**config.mk**
```make
export PLATFORM = sky130hd
export DESIGN_NAME = enemy_formation_ctrl
export DESIGN_NICKNAME = d
export VERILOG_FILES = /design/src/rtl/enemy_formation_ctrl.sv
export SDC_FILE = /design/constraint.sdc
export NUM_CORES = 1
export LEC_CHECK = 0
export ABC_AREA = 0
export BUFFER_PORTS_ARGS = -buffer_cell sky130_fd_sc_hd__clkbuf_2
export CAP_MARGIN = 20
export CORE_MARGIN = 4
export CORE_UTILIZATION = 55
export CTS_CLUSTER_DIAMETER = 60
export DETAILED_ROUTE_END_ITERATION = 10
export PLACE_DENSITY = 0.76
export SYNTH_ARGS = -nofsm -noshare
export SYNTH_HDL_FRONTEND = slang
export SYNTH_SLANG_ARGS = --single-unit
```
**constraint.sdc**
```tcl
create_clock -name clock -period 2.87 [get_ports clock]
set_input_delay 0.4305 -clock clock [delete_from_list [all_inputs] [get_ports clock]]
set_output_delay 0.4305 -clock clock [all_outputs]
set_load 0.05 [all_outputs]
```
**src/rtl/enemy_formation_ctrl.sv**
```systemverilog
// rtl/enemy_formation_ctrl.sv - formation march sequencer driving erase/draw passes into the sprite drawer
module enemy_formation_ctrl #(
    parameter int COLS        = 8,
    parameter int ROWS        = 4,
    parameter int SPACING_X   = 16,
    parameter int SPACING_Y   = 12,
    parameter int SPR_W       = 12,
    parameter int SPR_H       = 8,
    parameter int STEP        = 2,
    parameter int DROP        = 8,
    parameter int X_MIN       = 0,
    parameter int X_MAX       = 319,
    parameter int Y_LIMIT     = 200,
    parameter int START_X     = 20,
    parameter int START_Y     = 30,
    parameter int MOVE_PERIOD = 1666666
) (
    input  logic                 clock,
    input  logic                 resetn,
    input  logic                 enable,
    input  logic [ROWS*COLS-1:0] alive,
    output logic [8:0]           spr_x,
    output logic [7:0]           spr_y,
    output logic                 spr_erase,
    output logic                 spr_start,
    input  logic                 spr_done,
    output logic [8:0]           origin_x,
    output logic [7:0]           origin_y,
    output logic                 busy,
    output logic                 invaded
);
    localparam int N          = ROWS * COLS;
    localparam int IW         = $clog2(N);
    localparam int CW         = $clog2(MOVE_PERIOD + 1);
    localparam int RIGHT_SPAN = (COLS - 1) * SPACING_X + SPR_W - 1 + STEP;
    localparam int BOTTOM     = (ROWS - 1) * SPACING_Y + SPR_H - 1;

    typedef enum logic [2:0] {
        IDLE, ERASE_ISSUE, ERASE_WAIT, MOVE, DRAW_ISSUE, DRAW_WAIT, HALT
    } state_t;

    state_t          state, state_nxt;
    logic [CW-1:0]   cnt, cnt_nxt;
    logic [IW-1:0]   idx, idx_nxt;
    logic [N-1:0]    snapshot, snapshot_nxt;
    logic [8:0]      origin_x_nxt, spr_x_nxt, cur_x;
    logic [7:0]      origin_y_nxt, spr_y_nxt, cur_y;
    logic            dir_left, dir_left_nxt;
    logic            spr_erase_nxt, spr_start_nxt, invaded_nxt;
    logic            last, bottom_hit;

    assign cur_x      = origin_x + 9'(((32'(idx) % COLS) * SPACING_X));
    assign cur_y      = origin_y + 8'(((32'(idx) / COLS) * SPACING_Y));
    assign last       = (idx == IW'(N - 1));
    assign bottom_hit = (32'(origin_y) + BOTTOM) >= Y_LIMIT;
    assign busy       = (state != IDLE) && (state != HALT);

    always_ff @(posedge clock or negedge resetn) begin
        if (!resetn) begin
            state     <= IDLE;
            cnt       <= '0;
            idx       <= '0;
            snapshot  <= '0;
            origin_x  <= 9'(START_X);
            origin_y  <= 8'(START_Y);
            dir_left  <= 1'b0;
            spr_x     <= '0;
            spr_y     <= '0;
            spr_erase <= 1'b0;
            spr_start <= 1'b0;
            invaded   <= 1'b0;
        end else begin
            state     <= state_nxt;
            cnt       <= cnt_nxt;
            idx       <= idx_nxt;
            snapshot  <= snapshot_nxt;
            origin_x  <= origin_x_nxt;
            origin_y  <= origin_y_nxt;
            dir_left  <= dir_left_nxt;
            spr_x     <= spr_x_nxt;
            spr_y     <= spr_y_nxt;
            spr_erase <= spr_erase_nxt;
            spr_start <= spr_start_nxt;
            invaded   <= invaded_nxt;
        end
    end

    always_comb begin
        state_nxt     = state;
        cnt_nxt       = cnt;
        idx_nxt       = idx;
        snapshot_nxt  = snapshot;
        origin_x_nxt  = origin_x;
        origin_y_nxt  = origin_y;
        dir_left_nxt  = dir_left;
        spr_x_nxt     = spr_x;
        spr_y_nxt     = spr_y;
        spr_erase_nxt = spr_erase;
        spr_start_nxt = 1'b0;
        invaded_nxt   = invaded;
        case (state)
            IDLE: begin
                if (enable) begin
                    if (cnt == CW'(MOVE_PERIOD - 1)) begin
                        cnt_nxt      = '0;
                        snapshot_nxt = alive;
                        idx_nxt      = '0;
                        state_nxt    = ERASE_ISSUE;
                    end else begin
                        cnt_nxt = cnt + 1'b1;
                    end
                end
            end
            ERASE_ISSUE: begin
                if (snapshot[idx]) begin
                    spr_x_nxt     = cur_x;
                    spr_y_nxt     = cur_y;
                    spr_erase_nxt = 1'b1;
                    spr_start_nxt = 1'b1;
                    state_nxt     = ERASE_WAIT;
                end else if (last) begin
                    state_nxt = MOVE;
                end else begin
                    idx_nxt = idx + 1'b1;
                end
            end
            ERASE_WAIT: begin
                if (spr_done) begin
                    if (last) begin
                        state_nxt = MOVE;
                    end else begin
                        idx_nxt   = idx + 1'b1;
                        state_nxt = ERASE_ISSUE;
                    end
                end
            end
            MOVE: begin
                // A bounce drops the formation without moving it sideways this tick.
                if (!dir_left) begin
                    if ((32'(origin_x) + RIGHT_SPAN) > X_MAX) begin
                        origin_y_nxt = origin_y + 8'(DROP);
                        dir_left_nxt = 1'b1;
                    end else begin
                        origin_x_nxt = origin_x + 9'(STEP);
                    end
                end else begin
                    if (32'(origin_x) < (X_MIN + STEP)) begin
                        origin_y_nxt = origin_y + 8'(DROP);
                        dir_left_nxt = 1'b0;
                    end else begin
                        origin_x_nxt = origin_x - 9'(STEP);
                    end
                end
                idx_nxt   = '0;
                state_nxt = DRAW_ISSUE;
            end
            DRAW_ISSUE: begin
                // Live mask is re-sampled here so enemies killed mid-tick are not redrawn.
                if (snapshot[idx] && alive[idx]) begin
                    spr_x_nxt     = cur_x;
                    spr_y_nxt     = cur_y;
                    spr_erase_nxt = 1'b0;
                    spr_start_nxt = 1'b1;
                    state_nxt     = DRAW_WAIT;
                end else if (last) begin
                    state_nxt   = bottom_hit ? HALT : IDLE;
                    invaded_nxt = invaded | bottom_hit;
                end else begin
                    idx_nxt = idx + 1'b1;
                end
            end
            DRAW_WAIT: begin
                if (spr_done) begin
                    if (last) begin
                        state_nxt   = bottom_hit ? HALT : IDLE;
                        invaded_nxt = invaded | bottom_hit;
                    end else begin
                        idx_nxt   = idx + 1'b1;
                        state_nxt = DRAW_ISSUE;
                    end
                end
            end
            HALT: begin
                state_nxt = HALT;
            end
            default: begin
                state_nxt = IDLE;
            end
        endcase
    end
endmodule

```
==> key figures <==
Layout
  – Fin area: 6327 um2
  – Antenna diodes: 0
  – Synthesis-to-layout area growth: 11.44%
  – Share of layout cells above drive strength 1: 26.57%
  – Final nets: 660

Timing
  – Final Max Slew Viols: 0
  – Highest clock rate: 0.3832 GHz
  – RSZ-0062 raised after global routing: false
  – Slew margin rel.: 61.57%
  – Setup Skew: between 0.01 and 0.015 ns
  – Setup_tns: 0 ns
  – Final setup violation count: 0
  – Worst-margin pin slew: ~0.57 ns
  – Fin. Hold Viols: 0
  – Post-route clock period utilization: approximately 91%
  – Period minus WS final: 2.610 ns

CTS
  – TritonCTS clock tree: yes
  – Clock tree buffer depth: 2
  – # Post-CTS Setup Buffers: 0
  – Clk sinks: 93
  – H-tree depth: 3
  – CTS Buf Count: 9
  – Cts hold-fix bufs: 0
  – CTS root buf: clkbuf_8
  – Clock-pin slew of the registers on the worst-case setup and hold paths: 0.09 ns
  – Skew-Pair Late Insertion Delay: 0.36 ns

Routing
  – TritonRoute pass-1 iters: 5
  – Post-Route WL: 12080 um
  – DRT antenna net count: 0
  – Vias per cell: 5.746
  – DR iter-0 viols: 167
  – # DRC: 0
  – Routed vias: 4246
  – Wirelength per Cell: 16.35 um

Yosys
  – Synth Flop Type: dfrtp_1
  – Register bit total from synthesis: 93
  – Synthesized area: 5678 um2
  – Syn Inst Count: ~540
  – Mean Syn Cell Area: 10.50 um2
  – Number of synthesized flops with an enable pin: 0
  – Synth warnings: 0
  – Count of cell types in the netlist: 72
  – Post-synthesis sequential area ratio: a little over 40%
  – Async S/R FF share, synth: 100.0%

Status
  – Status: completed

Die
  – DIE AREA: 12010 um2
  – I/O pin total: 74
  – Total core area: 9910 um2
  – Die height: between 100 and 150 um
  – Initial Util: 57.30%
  – Core Rows: 36
  – Die X: 109.6 um

Critical path
  – FF-to-FF path depth: 9
  – Worst setup EP type: flop
  – Kind of critical path: flop to flop
  – CP arrival: 2.85 ns
  – Worst endpoint required time: 3.11 ns
  – Crit Path Max Fanout: 18
  – CP Launch Type: flop

GRT
  – Vias in the first global route: 4235
  – Initial antenna violation count: 0
  – First-pass GRT wire length: slightly above 20000 um
  – Gr ovfl total: 0
  – Pin count of the biggest net entering global routing: 55
  – Tot GR Track Use: between 20% and 30%

Power and ir drop
  – Peak supply drop: 0.0006454 V
  – Static Leak: 3.023 nW
  – Power Density: 761.7 nW/um2

Flow run
  – Max-cap check violation count: 0

Placed design
  – Post-DP HPWL: 8818 um
  – Port Buffers: 67
  – DP Area: 6092 um2
  – Placer Congestion: 0.8469

Hold path
  – HP Class: input port to asynchronous set/reset pin
-- power by group --
group          switching (mW)  internal (mW)  leakage (nW)  total [mW]
combinational            1.30          0.789          1.66        2.09
sequential              0.259           1.47          1.25        1.73
clock                   0.459          0.541         0.114        1.00
-- cells in the final DEF (no fill, tap or decap), drive strengths merged, types with 6 or more instances in the layout --
master,n
mux2i,32
xnor2,26
ha,22
conb,6
nand3,19
mux2,48
o21ai,27
nor2,26
xor2,9
nand4,7
inv,22
o31ai,9
and3,9
dfrtp,89
nor3,8
a22oi,13
nor2b,9
nand2,44
buf,14
clkbuf,79
nand2b,7
a21oi,11
-- registers in the layout, indices dropped and copies added (netlist names), 3 cells and up --
name      count
cnt          21
spr_y         7
idx           5
origin_x      8
snapshot     32
spr_x         8
origin_y      5
state         3
-- routing by layer --
metal	GRT usage (%)	share of wire, %	routed length (um)	vias to the layer above
met4	7.035	1.2	150	0
met5	0	0	0	-
met3	3.347	3.8	456	13
li1	-	-	-	2038
met1	28.62	45	5454	2101
met2	35.66	50	6022	94
-- critical path, cell delays in order (launching register included) --
cell      delay [ns]
dfrtp_2         0.61
buf_4           0.26
mux2i_1         0.09
nand2_1         0.07
nand2_1         0.09
o31ai_4         0.38
o221ai_4        0.21
nor2_4          0.11
buf_4           0.27
mux2_2          0.38
-- path summary, 6_finish.rpt --
check                          start      endpoint  slack (ns)
setup / recovery              idx[0]      spr_y[4]        0.26
hold / removal                resetn        cnt[3]        0.04
setup reg to reg              idx[0]      spr_y[4]        0.26
hold reg to reg             spr_y[1]      spr_y[1]        0.49
max in group asynchronous     resetn   origin_x[2]        2.10
min in group clock         alive[12]  snapshot[12]        0.31
-- per-stage QoR --
| step | hold slack, ns | power, mW | worst slack (ns) | instances | util [%] |
|---|---|---|---|---|---|
| global route | 0.06907 | 5.126 | 0.01912 | 739 | 63.85 |
| global placement | 0.4483 | 3.759 | 0.2751 | 723 | 61.48 |
| detailed placement | 0.4582 | 3.817 | 0.2051 | 723 | 61.48 |
| floorplan | 0.1349 | 3.430 | 0.3823 | 545 | - |
| finish | 0.04129 | 4.820 | 0.2602 | 739 | 63.85 |
| CTS | 0.05168 | 4.839 | 0.1748 | 739 | 63.78 |
-- final cells by class --
class	count	area [um2]
Sequential cell	93	2333
Fill cell	797	3582
Multi-Input combinational cell	394	3053
Clock inverter	3	68.82
Tap cell	133	166.4
Clock buffer	13	158.9
Inverter	23	86.33
Timing Repair Buffer	80	460.4
-- synth_stat cells (all sizes together), types with 7 or more instances --
master | n | share of area (%)
a22oi | 13 | 1.8
nor2 | 26 | 2.0
o31ai | 9 | 1.9
mux2 | 48 | 10
dfrtp | 89 | 39
o21ai | 27 | 2.4
xor2 | 9 | 1.4
nand2 | 44 | 2.9
nor3 | 8 | 0.99
nand2b | 7 | 0.77
inv | 22 | 1.5
xnor2 | 26 | 4.0
clkbuf | 13 | 0.88
ha | 22 | 4.8
mux2i | 32 | 5.6
nor2b | 9 | 0.99
nand4 | 7 | 0.77
and3 | 9 | 0.99
buf | 22 | 3.2
a21oi | 11 | 0.97
nand3 | 19 | 1.7
-- what timing repair did --
| item | in CTS | in global routing |
|---|---|---|
| endpoints found under the hold margin | 0 | 0 |
| endpoints found under the setup margin | 0 | 6 |
| resized for setup | 0 | 2 |
-- cells by family (layout without fill, tap and decap cells) --
logic type | Yosys count | count (layout) | synth area share, %
xor gates and xnor gates | 35 | 35 | 5.399
and+or+nand+nor | 152 | 152 | 13.99
DFF | 93 | 93 | 41.08
buffers and inverters | 58 | 119 | 5.553
muxes | 80 | 80 | 15.69
AOI/OAI and AO/OA | 98 | 98 | 12.96
other | 2 | 6 | 0.1323
adders and majority gates | 23 | 23 | 5.200
(Power assumes the default switching activity.)
